## config.mk

```make
export PLATFORM = sky130hd
export DESIGN_NAME = mm_seq_ctrl
export DESIGN_NICKNAME = d
export VERILOG_FILES = /design/src/rtl/mm_pkg.sv /design/src/rtl/mm_loop_ctr.sv /design/src/rtl/mm_seq_ctrl.sv
export SDC_FILE = /design/constraint.sdc
export NUM_CORES = 1
export LEC_CHECK = 0
export ABC_AREA = 1
export CAP_MARGIN = 0
export CORE_UTILIZATION = 48
export CTS_CLUSTER_DIAMETER = 40
export DETAILED_ROUTE_END_ITERATION = 8
export PLACE_DENSITY = 0.83
export SLEW_MARGIN = 20
export SYNTH_ARGS = -nofsm -noshare
export SYNTH_HDL_FRONTEND = slang
export SYNTH_SLANG_ARGS = --single-unit
```

## constraint.sdc

```tcl
create_clock -name clk -period 3.7 [get_ports clk]
set_input_delay 0.555 -clock clk [delete_from_list [all_inputs] [get_ports clk]]
set_output_delay 0.555 -clock clk [all_outputs]
set_load 0.02 [all_outputs]
```

## src/rtl/mm_pkg.sv

```systemverilog
`default_nettype none
// ============================================================================
// Module      : mm_pkg
// Description : Shared definitions for the matrix-multiply sequencer.
//               Holds the sequencer state encoding, a ceil-log2 constant
//               function used to size every index port, and the default
//               problem dimensions with the index widths derived from them.
// Revision    : 1.0 - initial release
// ============================================================================
package mm_pkg;

    typedef enum logic [2:0] {
        ST_IDLE    = 3'd0,
        ST_LOAD    = 3'd1,
        ST_COMPUTE = 3'd2,
        ST_WAIT    = 3'd3,
        ST_RESULT  = 3'd4,
        ST_DONE    = 3'd5
    } mm_seq_state_t;

    // Ceil-log2 with a floor of 1 bit, so a dimension of 1 still gets a
    // legal (one-bit) index vector.
    function automatic int mm_clog2(input int value);
        int width;
        width = 1;
        while ((1 << width) < value) width = width + 1;
        return width;
    endfunction

    // Default problem shape.
    localparam int c_def_m       = 3;
    localparam int c_def_k       = 2;
    localparam int c_def_n       = 3;
    localparam int c_def_num_mac = 2;
    localparam int c_def_mac_lat = 1;

    // Index widths for the default shape.
    localparam int c_def_ld_addr_w  = mm_clog2(c_def_m * c_def_k + c_def_k * c_def_n);
    localparam int c_def_sel_a_w    = mm_clog2(c_def_m * c_def_k);
    localparam int c_def_sel_b_w    = mm_clog2(c_def_k * c_def_n);
    localparam int c_def_res_addr_w = mm_clog2(c_def_m * c_def_n);

endpackage : mm_pkg
`default_nettype wire

```

## src/rtl/mm_loop_ctr.sv

```systemverilog
`default_nettype none
// ============================================================================
// Module      : mm_loop_ctr
// Description : Nested loop counter for the sequencer: k (inner term),
//               c0 (column-group base, stride NUM_MAC) and i (row).
//               Each step advances k; stepping at k_last wraps k and moves
//               to the next column group, wrapping c0 into the next row.
//   clk, reset  : clock, synchronous active-high reset
//   step        : advance the nest by one position
//   clear       : force all counters to 0
//   k_last      : k is at K-1
//   grp_last    : current group is the last one of the row
//   run_last    : current group is the last one of the last row
//   k, c0, i    : current loop indices
// Revision    : 1.0 - initial release
// ============================================================================
module mm_loop_ctr import mm_pkg::*; #(
    parameter int M       = c_def_m,
    parameter int K       = c_def_k,
    parameter int N       = c_def_n,
    parameter int NUM_MAC = c_def_num_mac
) (
    input  logic                   clk,
    input  logic                   reset,
    input  logic                   step,
    input  logic                   clear,
    output logic                   k_last,
    output logic                   grp_last,
    output logic                   run_last,
    output logic [mm_clog2(K)-1:0] k,
    output logic [mm_clog2(N)-1:0] c0,
    output logic [mm_clog2(M)-1:0] i
);

    localparam int c_k_w  = mm_clog2(K);
    localparam int c_c0_w = mm_clog2(N);
    localparam int c_i_w  = mm_clog2(M);

    logic [c_k_w-1:0]  r_k;
    logic [c_c0_w-1:0] r_c0;
    logic [c_i_w-1:0]  r_i;
    logic              w_i_last;

    assign k_last   = (r_k == c_k_w'(K - 1));
    // Compared in 32 bits so c0 + NUM_MAC cannot wrap.
    assign grp_last = ((32'(r_c0) + 32'(NUM_MAC)) >= 32'(N));
    assign w_i_last = (r_i == c_i_w'(M - 1));
    assign run_last = grp_last & w_i_last;

    always_ff @(posedge clk) begin
        if (reset || clear) begin
            r_k  <= '0;
            r_c0 <= '0;
            r_i  <= '0;
        end else if (step) begin
            if (k_last) begin
                r_k <= '0;
                if (grp_last) begin
                    r_c0 <= '0;
                    r_i  <= w_i_last ? '0 : r_i + c_i_w'(1);
                end else begin
                    // Not the last group, so c0 + NUM_MAC < N fits in c0.
                    r_c0 <= r_c0 + c_c0_w'(NUM_MAC);
                end
            end else begin
                r_k <= r_k + c_k_w'(1);
            end
        end
    end

    assign k  = r_k;
    assign c0 = r_c0;
    assign i  = r_i;

endmodule : mm_loop_ctr
`default_nettype wire

```

## src/rtl/mm_seq_ctrl.sv

```systemverilog
`default_nettype none
// ============================================================================
// Module      : mm_seq_ctrl
// Description : Sequencer for the C = A x B matrix-multiply datapath.
//               Loads operands (A row-major, then B row-major), then for
//               each row walks column groups of NUM_MAC lanes: K MAC cycles,
//               MAC_LAT drain cycles, one result presentation.
//   clk, reset          : clock, synchronous active-high reset
//   start, skip_load    : run request (IDLE only); skip_load reuses operands
//   ld_valid/ld_en/ld_addr : operand load handshake and register index
//   sel_a, sel_b        : A element (broadcast) and per-lane B element
//   mac_clr, mac_en     : MAC first-term load and per-lane enable
//   res_valid/res_ready/res_addr/res_mask : result group to the store
//   busy, done          : not-IDLE flag, one-cycle completion pulse
// Build option: MM_SEQ_RES_BACKPRESSURE_EN - when defined the RESULT state
//               waits for res_ready; otherwise RESULT lasts one cycle.
// Revision    : 1.0 - initial release
// ============================================================================
module mm_seq_ctrl import mm_pkg::*; #(
    parameter int M       = c_def_m,
    parameter int K       = c_def_k,
    parameter int N       = c_def_n,
    parameter int NUM_MAC = c_def_num_mac,
    parameter int MAC_LAT = c_def_mac_lat
) (
    input  logic                                  clk,
    input  logic                                  reset,
    input  logic                                  start,
    input  logic                                  skip_load,
    input  logic                                  ld_valid,
    output logic                                  ld_en,
    output logic [mm_clog2(M*K+K*N)-1:0]          ld_addr,
    output logic [mm_clog2(M*K)-1:0]              sel_a,
    output logic [NUM_MAC*mm_clog2(K*N)-1:0]      sel_b,
    output logic                                  mac_clr,
    output logic [NUM_MAC-1:0]                    mac_en,
    output logic                                  res_valid,
    input  logic                                  res_ready,
    output logic [mm_clog2(M*N)-1:0]              res_addr,
    output logic [NUM_MAC-1:0]                    res_mask,
    output logic                                  busy,
    output logic                                  done
);

    localparam int c_ld_w   = mm_clog2(M * K + K * N);
    localparam int c_sa_w   = mm_clog2(M * K);
    localparam int c_sb_w   = mm_clog2(K * N);
    localparam int c_ra_w   = mm_clog2(M * N);
    localparam int c_k_w    = mm_clog2(K);
    localparam int c_c0_w   = mm_clog2(N);
    localparam int c_i_w    = mm_clog2(M);
    localparam int c_wait_w = mm_clog2(MAC_LAT);

    mm_seq_state_t r_state;
    mm_seq_state_t w_state_next;

    logic [c_ld_w-1:0]   r_ld_addr;
    logic [c_wait_w-1:0] r_wait_cnt;
    logic                w_ld_last;
    logic                w_wait_last;
    logic                w_res_accept;
    logic                w_step;
    logic                w_clear;
    logic                w_k_last;
    logic                w_grp_last;
    logic                w_run_last;
    logic [c_k_w-1:0]    w_k;
    logic [c_c0_w-1:0]   w_c0;
    logic [c_i_w-1:0]    w_i;
    logic [NUM_MAC-1:0]  w_lane_valid;
    logic [NUM_MAC*c_sb_w-1:0] w_sel_b;
    logic [c_sa_w-1:0]   w_sel_a;
    logic [c_ra_w-1:0]   w_res_addr;

`ifdef MM_SEQ_RES_BACKPRESSURE_EN
    assign w_res_accept = res_ready;
`else
    // The store always accepts; res_ready has no effect in this build and
    // the OR only keeps the port referenced.
    assign w_res_accept = 1'b1 | res_ready;
`endif

    assign w_ld_last   = (r_ld_addr == c_ld_w'(M * K + K * N - 1));
    assign w_wait_last = (r_wait_cnt == c_wait_w'(MAC_LAT - 1));

    // k holds at K-1 through WAIT and RESULT so the group indices stay put
    // for res_addr; the accepting RESULT cycle carries into the next group.
    assign w_step  = ((r_state == ST_COMPUTE) && !w_k_last) ||
                     ((r_state == ST_RESULT) && w_res_accept);
    assign w_clear = (r_state == ST_IDLE) && start;

    mm_loop_ctr #(
        .M       (M),
        .K       (K),
        .N       (N),
        .NUM_MAC (NUM_MAC)
    ) u_loop_ctr (
        .clk      (clk),
        .reset    (reset),
        .step     (w_step),
        .clear    (w_clear),
        .k_last   (w_k_last),
        .grp_last (w_grp_last),
        .run_last (w_run_last),
        .k        (w_k),
        .c0       (w_c0),
        .i        (w_i)
    );

    // Per-lane column validity and B index. Only the last group of a row
    // can be partial, so earlier groups have every lane valid.
    for (genvar l = 0; l < NUM_MAC; l++) begin : g_lane
        assign w_lane_valid[l] = !w_grp_last || ((32'(w_c0) + 32'(l)) < 32'(N));
        assign w_sel_b[l*c_sb_w +: c_sb_w] = w_lane_valid[l] ?
            (c_sb_w'(w_k) * c_sb_w'(N) + c_sb_w'(w_c0) + c_sb_w'(l)) : '0;
    end

    assign w_sel_a    = c_sa_w'(w_i) * c_sa_w'(K) + c_sa_w'(w_k);
    assign w_res_addr = c_ra_w'(w_i) * c_ra_w'(N) + c_ra_w'(w_c0);

    // Operand load index and WAIT-state drain counter.
    always_ff @(posedge clk) begin
        if (reset || w_clear) begin
            r_ld_addr <= '0;
        end else if ((r_state == ST_LOAD) && ld_valid) begin
            r_ld_addr <= w_ld_last ? '0 : r_ld_addr + c_ld_w'(1);
        end
    end

    always_ff @(posedge clk) begin
        if (reset || (r_state != ST_WAIT) || w_wait_last) begin
            r_wait_cnt <= '0;
        end else begin
            r_wait_cnt <= r_wait_cnt + c_wait_w'(1);
        end
    end

    // State register.
    always_ff @(posedge clk) begin
        if (reset) begin
            r_state <= ST_IDLE;
        end else begin
            r_state <= w_state_next;
        end
    end

    // Next-state logic.
    always_comb begin
        w_state_next = r_state;
        case (r_state)
            ST_IDLE:    if (start) w_state_next = skip_load ? ST_COMPUTE : ST_LOAD;
            ST_LOAD:    if (ld_valid && w_ld_last) w_state_next = ST_COMPUTE;
            ST_COMPUTE: if (w_k_last) w_state_next = ST_WAIT;
            ST_WAIT:    if (w_wait_last) w_state_next = ST_RESULT;
            ST_RESULT:  if (w_res_accept) w_state_next = w_run_last ? ST_DONE : ST_COMPUTE;
            ST_DONE:    w_state_next = ST_IDLE;
            default:    w_state_next = ST_IDLE;
        endcase
    end

    // Output decode; every output not owned by the current state is 0.
    always_comb begin
        ld_en     = 1'b0;
        ld_addr   = '0;
        sel_a     = '0;
        sel_b     = '0;
        mac_clr   = 1'b0;
        mac_en    = '0;
        res_valid = 1'b0;
        res_addr  = '0;
        res_mask  = '0;
        done      = 1'b0;
        busy      = (r_state != ST_IDLE);
        case (r_state)
            ST_LOAD: begin
                ld_en   = ld_valid;
                ld_addr = r_ld_addr;
            end
            ST_COMPUTE: begin
                sel_a   = w_sel_a;
                sel_b   = w_sel_b;
                mac_en  = w_lane_valid;
                mac_clr = (w_k == '0);
            end
            ST_RESULT: begin
                res_valid = 1'b1;
                res_addr  = w_res_addr;
                res_mask  = w_lane_valid;
            end
            ST_DONE: begin
                done = 1'b1;
            end
            default: begin
                busy = (r_state != ST_IDLE);
            end
        endcase
    end

endmodule : mm_seq_ctrl
`default_nettype wire

```

# Word-level counts from Yosys, hierarchy flattened
# Index checks and enable logic that the tools add are counted.
[op_classes]
n_addsub = 11
multipliers = 2
n_lt_le_gt_ge = 3
eq_ne = 12
muxes = 23
n_bitwise = 3
n_reduce_logical = 17
[ops]
columns = ["cell", "count"]
rows = [
  ["32-bit by 2-bit >= comparator with 1-bit output (second input constant)", 1],
  ["3-bit two-way mux", 8],
  ["3-bit case mux with 5 select lines", 1],
  ["4-bit two-way mux", 3],
  ["2-bit two-way mux", 5],
  ["3-bit by 2-bit equality test with 1-bit output (second input constant)", 2],
  ["3-bit equality test (second input constant)", 2],
  ["1-bit logical OR", 6],
  ["6-bit two-way mux", 1],
  ["1-bit two-way mux", 5],
  ["4-bit by 1-bit adder with 4-bit output (second input constant)", 1],
  ["4-bit by 2-bit adder with 4-bit output", 1],
  ["4-bit equality test (second input constant)", 1],
  ["1-bit logical AND", 4],
  ["2-bit by 2-bit multiplier with 4-bit output (second input constant)", 1],
  ["2-bit by 1-bit inequality test with 1-bit output (second input constant)", 2],
  ["2-bit inequality test (second input constant)", 2],
  ["4-bit AND reduction", 1],
  ["2-bit by 1-bit adder with 3-bit output (second input constant)", 1],
  ["2-bit by 2-bit adder with 3-bit output (second input constant)", 1],
  ["3-bit by 1-bit adder with 3-bit output", 1],
  ["3-bit by 1-bit adder with 3-bit output (second input constant)", 1],
  ["3-bit by 2-bit adder with 3-bit output", 1],
  ["3-bit by 1-bit equality test with 1-bit output (second input constant)", 1],
  ["15 further kinds", 18],
]
[word_totals]
register_bits = 13
output_inout_bits = 26
wordCells = 77

# Longest topological paths before layout
[logic_depth]
word_depth = 6
mapped_depth = 9
mapped_depth_nobuf = 9

# Modules after synthesis
# A second synthesis with hierarchy kept.
[unflattened]
cells_unflattened = 158
area_unflattened_um2 = 1006.0
[modules_own_cells]
columns = ["module", "n_inst", "cells_per_inst", "area_per_inst_um2", "seq_area_each_um2"]
rows = [
  ["mm_seq_ctrl", 1, 129, 799.5, 160.2],
  ["mm_loop_ctr", 1, 29, 206.4, 80.1],
]

# Worst setup path after synthesis
# OpenSTA, ideal clock, no wires.
[synth_timing]
path_type = "flip-flop to output port"
start = "register u_loop_ctr.r_i[1], in the netlist u_loop_ctr.i[1]"
end = "output res_addr[2]"
arrival_ns = 1.599
t_required_ns = 3.145
path_slack_ns = 1.546
stages_incl_launch_ff = 5
n_path_buf = 0
cell_sequence = "dfxtp_1 > fa_1 > fa_1 > inv_1 > nor2_1"
[synth_between]
elab_chain_len = 3
[synth_lines]
columns = ["item", "line", "source"]
rows = [
  ["start: declaration", "mm_loop_ctr.sv:41", "logic [c_i_w-1:0] r_i;"],
  ["start signal: assignment", "mm_loop_ctr.sv:60", "r_i <= w_i_last ? '0 : r_i + c_i_w'(1);"],
  ["2-bit by 2-bit multiplier with 4-bit output", "mm_seq_ctrl.sv:119", "assign w_res_addr = c_ra_w'(w_i) * c_ra_w'(N) + c_ra_w'(w_c0);"],
  ["4-bit by 2-bit adder with 4-bit output", "mm_seq_ctrl.sv:119", ""],
  ["4-bit two-way mux", "mm_seq_ctrl.sv:174", "case (r_state)"],
  ["end: declaration", "mm_seq_ctrl.sv:39", "output logic [mm_clog2(M*N)-1:0] res_addr,"],
]
# Every way passes these cells.

# Worst setup path after layout
# Same ends and word-level chain as after synthesis.

==> impl_metrics.yaml <==
outcome:
  status: "finished, final reports clean"
cts:
  postCtsHoldBufs: 0
  post-cts-setup-buffer-count: 0
  root_buffer: "clkbuf_4"
  cts_buffer_depth: 2
  clock-sinks: 12
  cts_inserted_buffers: 3
  ctsResizeCount: 0
  h-tree-depth: 1
  clk_pin_slew_ns: 0.07
  insertion_delay_ns: 0.28
  tritoncts: "built"
placed_design:
  dp_cells: 193
  gp_routability_congestion: 0.7824
  hpwl_mm: 1.725
  io_buffers: 30
  dpl_cell_area_um2: 1289
setup_path:
  start_kind: "flip-flop"
  cpPeakStageDelay_ns: 0.61
  critPathLaunch: "u_loop_ctr.i[1]"
  cp_slowest_cell: "clkdlybuf4s50_1"
  crit_chain: "fa_1 > fa_1 > inv_1 > nor2_1 > clkdlybuf4s50_1"
  crit_top_cell: "fa_1"
  critPathArrivalTime_ns: 2.38
  crit_family: "adder cells"
  critPathBufInv: 2
  cp-end-kind: "output port"
  critical_path_peak_fanout: 5
  worstPathRequired_ns: 3.14
  reg2reg_from: "r_state[2]"
  crit_type: "flip-flop to output port"
sta:
  grt_setup_unrepaired: "no"
  clock.fmax_mhz: 340.4
  maxSlewViolCount: 0
  post-route-period-util_pct: 79.40
  hold_viol: 0
  min_period_ns: 2.938
  setup_violations: 0
  skew_ns: 0.002125
  setup_tns_ns: 0
run:
  drv_cap: 0
synthesis:
  avgSynthCellArea_um2: 6.945
  synth_area_leaders: "dfxtp_1 25%, nor2_1 13%, ha_1 10%, inv_1 8.6%, fa_1 8.4%"
  syn_inst: 138
  yosys.area.top_type: "dfxtp_1"
  syn-cell-area_um2: 958.4
  synth_cell_types: 24
  synth_top_area_share_pct: 25.07
  ys_ff_latch: 12
  ys_seq_area_share_pct: 25.07
  ys_warn_count: 0
cells_and_area:
  fin_nets: 191
  areaGrowthSynthToFinish_pct: 36.81
  instances_no_fill: 196
  layout-drive-gt1-share_pct: 12.87
  area.sequential_um2: 240.2
  diodes: 0
  fillers: 155
  final_core_util_pct: 72.78
  fin_area_um2: 1311
  multiInputGateArea_um2: 615.6
detailed_routing:
  drc: 0
  wirelength_mm: 2.160
  viasPerCell: 4.801
  vias: 941
  wire_per_inst_um: 11.02
  ant_nets: 0
  drt_pre_antenna_iters: 4
  first_iter_violations: 26
power:
  leakagePower_nw: 0.5647
  power.density_nw_per_um2: 480.4
  max-vdd-ir-drop_v: 0.0003247
die:
  die_area_um2: 2179
  placementRows: 15
  ios: 32
  core_um2: 1802
  die_y_um: 46.69
  fp.dieW_um: 46.69
  start_util_pct: 53.19
global_route:
  grt_usage_pct: 22.36
  gr-usage-met3_pct: 5.882
  grt_first_pass_wirelength_mm: 3.456
  met1_usage_pct: 27.90
  grt_max_degree: 14
  antenna_found_initial: 0
  grt.overflow.total: 0
  busiest_layer: "met2"
  first_global_vias: 836
  met2_usage_pct: 38.06
min_path:
  hp-class: "flip-flop to flip-flop"
  hold_start: "r_ld_addr[0]"
-- cell type report --
class                           instances  share of cell area, %
Clock buffer                            3                  1.718
Inverter                               27                  7.729
Multi-Input combinational cell         99                  46.95
Sequential cell                        12                  18.32
Tap cell                               25                  2.385
Timing Repair Buffer                   30                  22.90
-- synthesized netlist by cell type --
master / number
buf_2: 1
nand2_4: 1
o21ai_1: 2
a21oi_1: 4
o31ai_1: 1
o21ai_2: 1
dfxtp_1: 12
nor3_1: 2
inv_1: 22
o21ai_0: 3
nand3_1: 6
nand2_1: 14
nor2_2: 1
ha_1: 8
conb_1: 2
a31oi_1: 1
nand4_4: 1
nand2_2: 7
inv_2: 5
nor2_4: 2
nor3_2: 1
nand4_1: 4
fa_1: 4
nor2_1: 33
-- cell families after synthesis --
family | synth area share (%)
AND/OR/NAND/NOR | 37.21
buffers and inverters | 11.10
AO/OA/AOI/OAI | 7.050
adder cells (fa/ha/maj) | 18.80
flip-flops | 25.07
other | 0.7836
-- worst min-delay path: cells and delay by family, from the launching register on --
kind,cells,cell delay [ns]
DFF,1,0.35
AOI/OAI and AO/OA,1,0.05
and+or+nand+nor,1,0.08
-- worst paths after layout --
kind | cells after the start | slack (ns) | to
worst min-delay path | 2 | 0.52 | r_ld_addr[0]
worst max-delay path | 5 | 0.76 | res_addr[2]
worst max register to register | 7 | 2.22 | r_state[0]
worst min register to register | 2 | 0.52 | r_ld_addr[0]
-- report_power, final --
group,internal [mW],switching [mW]
combinational,0.145,0.227
sequential,0.146,0.0267
clock,0.0379,0.0477
-- state kept, by name, summed over array words and instances (netlist names) --
signal,count
r_ld_addr,4
r_state,3
r_wait_cnt,1
u_loop_ctr.c0,1
u_loop_ctr.i,2
u_loop_ctr.k,1
-- per-stage QoR --
stage                     hold slack [ns]  total power, mW  setup slack (ns)
after floorplan                    0.4606           0.4255             1.546
after global placement             0.4919           0.5380             1.120
after detailed placement           0.4989           0.5486             1.059
after CTS                          0.5095           0.6334            0.7453
after global routing               0.5399           0.6779            0.6688
final                              0.5169           0.6299            0.7624
-- cells in the final DEF (no fill, tap or decap), drive strengths merged --
master         synthesis  layout
a21oi                  4       4
a31oi                  1       1
clkbuf                 0       3
clkdlybuf4s50          0      30
conb                   2       3
dfxtp                 12      12
fa                     4       4
ha                     8       8
inv                   27      27
nand2                 22      22
nand3                  6       6
nand4                  5       5
nor2                  36      36
nor3                   3       3
o21ai                  6       6
o31ai                  1       1
-- per-layer routing --
layer	vias up	share of wire, %	wire, um
met3	4	4.2	91
met4	0	1.0	22
met1	427	44	953
met2	25	51	1093
met5	-	0	0
li1	485	-	-
No activity file was read; power rests on OpenSTA's default activity.
